## config.mk

```make
export PLATFORM = sky130hd
export DESIGN_NAME = gen_fip_dot_prod_ctrl
export DESIGN_NICKNAME = d
export VERILOG_FILES = /design/src/rtl/gen_fip_dot_prod_ctrl.sv
export SDC_FILE = /design/constraint.sdc
export NUM_CORES = 1
export LEC_CHECK = 0
export ABC_CLOCK_PERIOD_IN_PS = 3900
export BUFFER_PORTS_ARGS = -buffer_cell sky130_fd_sc_hd__buf_2
export CORE_MARGIN = 4
export CORE_UTILIZATION = 35
export CTS_BUF_LIST = sky130_fd_sc_hd__clkbuf_8
export DETAILED_ROUTE_END_ITERATION = 10
export SKIP_LAST_GASP = 1
export SLEW_MARGIN = 20
export SYNTH_ARGS = -nofsm -noshare
export SYNTH_HDL_FRONTEND = slang
export SYNTH_SLANG_ARGS = --single-unit
export TNS_END_PERCENT = 10
```

## constraint.sdc

```tcl
create_clock -name clk -period 3.9 [get_ports clk]
set_input_delay 0.585 -clock clk [delete_from_list [all_inputs] [get_ports clk]]
set_output_delay 0.585 -clock clk [all_outputs]
set_load 0.03 [all_outputs]
```

## src/rtl/gen_fip_dot_prod_ctrl.sv

```systemverilog
// gen_fip_dot_prod_ctrl
// Sequential signed fixed-point dot-product controller. It takes element pairs
// over a valid/ready handshake and sends one request per pair to an external
// start/done multiplier. It sums the returned products and presents the total
// with a one-cycle done pulse.
// Optional feature macro: GEN_FIP_DOT_SAT_EN. When it is defined, the
// accumulator saturates and o_sat is sticky. When it is undefined, the sum
// wraps modulo 2^RES_W and o_sat is tied low.
module gen_fip_dot_prod_ctrl #(
    parameter int IN_INT_W     = 1,
    parameter int IN_FRACT_W   = 5,
    parameter int VEC_LEN      = 4,
    parameter int ACC_INT_W    = 3,
    parameter int MULT_TIMEOUT = 15
) (
    input  logic                                clk,
    input  logic                                rst,
    input  logic                                sw_rst,
    input  logic                                i_start_pls,
    input  logic                                i_elem_vld,
    output logic                                o_elem_rdy,
    input  logic [IN_INT_W+IN_FRACT_W-1:0]      i_num1,
    input  logic [IN_INT_W+IN_FRACT_W-1:0]      i_num2,
    output logic                                o_mult_start_pls,
    output logic [IN_INT_W+IN_FRACT_W-1:0]      o_mult_num1,
    output logic [IN_INT_W+IN_FRACT_W-1:0]      o_mult_num2,
    input  logic                                i_mult_done_pls,
    input  logic [2*(IN_INT_W+IN_FRACT_W)-1:0]  i_mult_res,
    output logic                                o_done_pls,
    output logic [ACC_INT_W+2*IN_FRACT_W-1:0]   o_res,
    output logic                                o_busy,
    output logic                                o_sat,
    output logic                                o_err_pls
);

    localparam int IN_W   = IN_INT_W + IN_FRACT_W;
    localparam int PROD_W = 2 * IN_W;
    localparam int RES_W  = ACC_INT_W + 2 * IN_FRACT_W;
    localparam int CNT_W  = (VEC_LEN > 1) ? $clog2(VEC_LEN) : 1;
    localparam int TMO_W  = $clog2(MULT_TIMEOUT + 1);

    typedef enum logic [2:0] {
        IDLE,
        WAIT_ELEM,
        ISSUE,
        WAIT_RES,
        DONE
    } state_t;

    state_t             state;
    state_t             state_nxt;
    logic [CNT_W-1:0]   elem_cnt;
    logic [TMO_W-1:0]   tmo_cnt;
    logic [RES_W-1:0]   acc;
    logic [RES_W-1:0]   acc_upd;
    logic [RES_W-1:0]   prod_sext;
    logic               acc_en;
    logic               last_elem;
    logic               start_acc;

    assign start_acc        = (state == IDLE) && i_start_pls;
    assign last_elem        = (elem_cnt == CNT_W'(VEC_LEN - 1));
    assign o_elem_rdy       = (state == WAIT_ELEM);
    assign o_mult_start_pls = (state == ISSUE);
    assign prod_sext        = RES_W'($signed(i_mult_res));

`ifdef GEN_FIP_DOT_SAT_EN
    logic [RES_W:0] sum_ext;
    logic           ovf;
    logic           sat_q;

    assign sum_ext = {prod_sext[RES_W-1], prod_sext} + {acc[RES_W-1], acc};
    assign ovf     = sum_ext[RES_W] ^ sum_ext[RES_W-1];
    assign acc_upd = !ovf           ? sum_ext[RES_W-1:0] :
                     sum_ext[RES_W] ? {1'b1, {(RES_W-1){1'b0}}} :
                                      {1'b0, {(RES_W-1){1'b1}}};
    assign o_sat   = sat_q;

    // Sticky saturation flag, cleared when a new vector starts
    always_ff @(posedge clk or posedge rst) begin
        if (rst) begin
            sat_q <= 1'b0;
        end else if (sw_rst || start_acc) begin
            sat_q <= 1'b0;
        end else if (acc_en && ovf) begin
            sat_q <= 1'b1;
        end
    end
`else
    assign acc_upd = acc + prod_sext;
    assign o_sat   = 1'b0;
`endif

    // State register
    always_ff @(posedge clk or posedge rst) begin
        if (rst) begin
            state <= IDLE;
        end else if (sw_rst) begin
            state <= IDLE;
        end else begin
            state <= state_nxt;
        end
    end

    // Next state, accumulate strobe and the timeout error pulse
    always_comb begin
        state_nxt = state;
        acc_en    = 1'b0;
        o_err_pls = 1'b0;
        case (state)
            IDLE: begin
                if (i_start_pls) state_nxt = WAIT_ELEM;
            end
            WAIT_ELEM: begin
                if (i_elem_vld) state_nxt = ISSUE;
            end
            ISSUE: begin
                if (i_mult_done_pls) begin
                    acc_en    = 1'b1;
                    state_nxt = last_elem ? DONE : WAIT_ELEM;
                end else begin
                    state_nxt = WAIT_RES;
                end
            end
            WAIT_RES: begin
                if (i_mult_done_pls) begin
                    acc_en    = 1'b1;
                    state_nxt = last_elem ? DONE : WAIT_ELEM;
                end else if (tmo_cnt == TMO_W'(MULT_TIMEOUT)) begin
                    o_err_pls = 1'b1;
                    state_nxt = IDLE;
                end
            end
            DONE: begin
                state_nxt = IDLE;
            end
            default: begin
                state_nxt = IDLE;
            end
        endcase
    end

    // Datapath: operands, accumulator, counters, result and status registers
    always_ff @(posedge clk or posedge rst) begin
        if (rst) begin
            o_mult_num1 <= '0;
            o_mult_num2 <= '0;
            acc         <= '0;
            elem_cnt    <= '0;
            tmo_cnt     <= '0;
            o_res       <= '0;
            o_done_pls  <= 1'b0;
            o_busy      <= 1'b0;
        end else if (sw_rst) begin
            o_mult_num1 <= '0;
            o_mult_num2 <= '0;
            acc         <= '0;
            elem_cnt    <= '0;
            tmo_cnt     <= '0;
            o_res       <= '0;
            o_done_pls  <= 1'b0;
            o_busy      <= 1'b0;
        end else begin
            o_done_pls <= (state == DONE);
            if (state == DONE) begin
                o_res <= acc;
            end
            if (start_acc) begin
                o_busy <= 1'b1;
            end else if (o_done_pls || o_err_pls) begin
                o_busy <= 1'b0;
            end
            if ((state == WAIT_ELEM) && i_elem_vld) begin
                o_mult_num1 <= i_num1;
                o_mult_num2 <= i_num2;
            end
            if (start_acc) begin
                tmo_cnt <= '0;
            end else if (state == ISSUE) begin
                tmo_cnt <= TMO_W'(1);
            end else if (state == WAIT_RES) begin
                tmo_cnt <= tmo_cnt + TMO_W'(1);
            end
            if (start_acc) begin
                acc      <= '0;
                elem_cnt <= '0;
            end else if (acc_en) begin
                acc <= acc_upd;
                if (!last_elem) begin
                    elem_cnt <= elem_cnt + CNT_W'(1);
                end
            end
        end
    end

endmodule

```

After elaboration in Yosys (flattened, before gate mapping) --
Cells that the tools add are included. Widths: inputs -> output; s select.
Storage, ports and cells: register bits 49, input port bits 30, output and inout port bits 31, word-level logic and storage cells 68
Operators by class: add/subtract/negate cells 3, eq/ne operators 10, mux-type cells 34, reductions and logical operators 12
Operator list (number):
- $mux 13 | 5
- $mux 6 | 4
- $mux 3 | 7
- $mux 4 | 4
- $add 13x13->13 | 1
- $pmux 3 s4 | 1
- $mux 1 | 9
- $mux 2 | 4
- $eq 3x2->1 const B | 2
- $ne 3x3->1 const B | 2
- $reduce_bool 3->1 | 2
- $add 4x1->4 const B | 1
- $eq 4x4->1 const B | 1
- $ne 4x4->1 const B | 1
- $reduce_bool 2->1 | 2
- $reduce_bool 4->1 | 1
- $eq 3x1->1 const B | 1
- $eq 3x3->1 const B | 1
- $logic_not 3->1 | 1
- $ne 3x2->1 const B | 1
- $reduce_and 3->1 | 1
- $add 2x1->2 const B | 1
- $eq 2x2->1 const B | 1
- $logic_and 1x1->1 | 2
- 3 further kinds | 3

Longest topological paths before layout --
depth after elaboration 8, depth in mapped cells 10, depth with buffers taken out 10

Least setup slack after synthesis --
OpenSTA, ideal clock, no wires.
kind input to register, start point input i_mult_res[0], end point register acc[12], setup time 0.129 ns, arrival 2.220 ns, data required time 3.771 ns, path slack 1.551 ns, stages on the path 10, buffers on the path 0, cell sequence ha_1 inv_1 fa_1 nand2b_1 a21oi_1 o211ai_2 o31ai_1 nor4_1 o21ai_0 o21ai_0
On the way: longest elaborated chain between the ends 4
RTL lines:
- from (decl) | line 28 | input logic [2*(IN_INT_W+IN_FRACT_W)-1:0] i_mult_res,
- $add 13x13->13 | line 90 | assign acc_upd = acc + prod_sext;
- $mux 13 | line 187 | end else if (acc_en) begin
- $mux 13 | line 184 | if (start_acc) begin
- $mux 13 | line 154 | end else if (sw_rst) begin
- to (signal assigned) | line 188 | acc <= acc_upd;
- to (decl) | line 54 | logic [RES_W-1:0] acc;
No other way between the ends. The select of a mux whose other input is x is not followed. A chain may end at the register's enable or synchronous reset.

Worst setup path after layout --
start point register state[1], end point output o_err_pls
On the way: longest elaborated chain between the ends 2
RTL lines:
- from (decl) | line 50 | state_t state;
- from (signal assigned) | line 101 | state <= state_nxt;
- $eq 3x2->1 | line 110 | case (state)
- $mux 1 | line 110
- to (decl) | line 33 | output logic o_err_pls
No other way between the ends.

==> flow_summary.ini <==
[sta]
max_freq_ghz = 0.3856
max_slew_margin_pct = 38.51
layout_setup_ws_ps = 1307
maxSlewViolCount = 0
fin_worst_skew_ps = 9.861
setup_viol = 0
period_needed_ps = 2593
grt_setup_unrepaired = no
tightest_slew_ps = 915.5
hold_viol = 0
fin_crit_sh_pct = 66.49
tns_ps = 0

[logic_synthesis]
synth_area_leaders = dfrtp_1 48%, a22o_1 11%, ha_1 6.9%, a21oi_1 4.5%, nor2_1 3.8%
ys_seq_area_share_pct = 48.20
ys_async_sr_fraction_pct = 100.0
yosysUniqueCellTypes = 38
synth-main-ff-cell = dfrtp_1
yosysMostFrequentCell = dfrtp_1
syn_area_um2 = 2544
synthCells = 244
synth_common_cells = 49 x dfrtp_1, 31 x a22o_1, 26 x nor2_1
synth_nets = 289
syn_area_per_cell_um2 = 10.42
ys_seq_elements = 49
synth.yosys.warnings = 0
synth_edf_count = 0
synth.largest_area_cell = dfrtp_1
synth_top_area_share_pct = 48.20

[routing]
routed_wl_um = 5634
vias_per_cell = 5.025
vias = 2000
wire_per_inst_um = 14.16
ant_nets = 0
first_iter_violations = 113
firstDrtPassIters = 4
drc = 0

[final_layout]
fin_util_pct = 43.95
nets = 346
area_growth_pct = 19.97
antenna_cells = 0
drive_gt1_share_pct = 25.50

[hold_path]
hp-class = in2async

[global_routing]
grt_overflow = 0
grt_pass1_vias = 1913
grt_pass1_wl_um = 9418
antenna_found_initial = 0
grt_max_degree = 50
track_usage_pct = 13.62

[setup_path]
cp-end-kind = output port
crit_required_ps = 3310
cp_num_buf_inv = 1
worst-setup-path-type = reg2out
crit_arrival_ps = 2010
worstPathCellList = nor2b_1, nand2_1, nor3_1, buf_2
critPathSlowestCell = dfrtp_1
critPathMaxFanout = 10
cpLargestDelayFamily = simple AND/OR/NAND/NOR gates
cp-start-kind = register
slowest_delay_ps = 560

[clock_tree]
htreeDepth = 2
cts_root_buffer = clkbuf_8
ctsHoldBuffers = 0
clock_path_buffers = 2
clkLatencyLatePin_ps = 310
ctsResizeCount = 0
cts_setup_buffers = 0
cts_buffers = 5
clkSinkCount = 49
path_clk_slew_ps = 100
cts_tree = done

[die]
ios = 61
placeableCoreArea_um2 = 6944
die_area_um2 = 8696
num_rows = 30
initial_core_util_pct = 36.63
dieWidth_um = 93.25
fp.dieH_um = 93.25

[power_and_ir_drop]
vdd.ir_drop.worst_mv = 0.1154
finalPower_w = 0.001142
power_density_nw_per_um2 = 374.1
p_leak_nw = 1.565

[placed_design]
dp_slack_ps = 1263
dp_hpwl_um = 4078
place_congestion = 0.7946
port_buffers = 59

[flow_run]
drv_cap = 0

[status]
status = completed
-- per-layer routing --
layer / track usage [%] / part of all wire (%) / up-vias
met5: 0 / 0 / -
met4: 4.396 / 1.4 / 0
met3: 3.138 / 4.1 / 7
met2: 19.89 / 43 / 42
met1: 19.79 / 51 / 948
li1: - / - / 1003
-- flip-flops by register name (all words and copies together), names as in the netlist --
signal / count
o_busy: 1
o_res: 13
tmo_cnt: 4
acc: 13
o_mult_num1: 6
elem_cnt: 2
o_mult_num2: 6
state: 3
o_done_pls: 1
-- cell type report --
type                       instances  area [um2]
fill                             678        3892
multi-input combinational        178        1260
sequential                        49        1226
timing repair buffer              60       302.8
tap                               96       120.1
clock buffer                       5       68.82
clock inverter                     3       46.29
inverter                           7       27.53
-- placed cells by master, fill, tap and decap left out, types with 2 or more instances in the layout --
cell type and n:
inv_1 6, nand3_1 5, xor2_1 2, a22o_1 31, buf_2 59, nor3_1 5
nor2_1 26, nor2b_1 3, dfrtp_1 49, nand2b_1 5, ha_1 14, clkbuf_8 5
or3_1 2, o21ai_0 10, mux2i_1 3, xnor2_1 8, a21oi_1 23, o22ai_1 2
a21o_1 6, nor3b_1 2, nand2_1 14
-- worst register-to-register path, cell delays in order (launching register included) --
cell and delay (ps):
dfrtp_1 390, ha_1 190, inv_1 60, fa_1 390, nand2b_1 170, a21oi_1 280, o211ai_2 170, o31ai_1 300
nor4_1 70, o21ai_0 140, o21ai_0 90
-- report_power, final --
part           switching, W  internal (W)  total, W  leakage [nW]
Clock              0.000181      0.000192  0.000373        0.0543
Sequential        0.0000235      0.000529  0.000553         0.679
Combinational      0.000139     0.0000769  0.000216         0.831
Total              0.000343      0.000798   0.00114          1.56
-- path summary, 6_finish.rpt --
check	start	endpoint	slack (ps)	cells past startpoint
setup / recovery	state[1]	o_err_pls	1310	4
hold / removal	rst	o_done_pls	420	2
setup reg to reg	acc[0]	acc[12]	1530	10
hold reg to reg	acc[12]	acc[12]	490	1
max in group asynchronous	rst	acc[3]	2970	2
min in group clk	i_num1[0]	o_mult_num1[0]	490	2
-- metrics by stage --
step,instance area [um2],hold WS [ps],cells
final,3052,415.8,398
after global routing,3052,467.9,398
after CTS,3050,480.7,398
after detailed placement,2935,484.7,390
after global placement,2935,479.0,390
after floorplan,2544,451.7,244
-- cell families (layout without fill, tap and decap cells) --
logic type      after synthesis  in the layout  share of synthesized area [%]
other cells                   1              1                         0.1474
fa+ha+maj                    15             15                          7.673
xor+xnor                     10             10                          3.443
flops                        49             49                          48.20
compound gates               82             82                          24.20
simple gates                 67             67                          12.30
mux                           3              3                          1.181
buf+inv                      17             75                          2.853
Note: power is estimated with default switching activity, not from simulation.
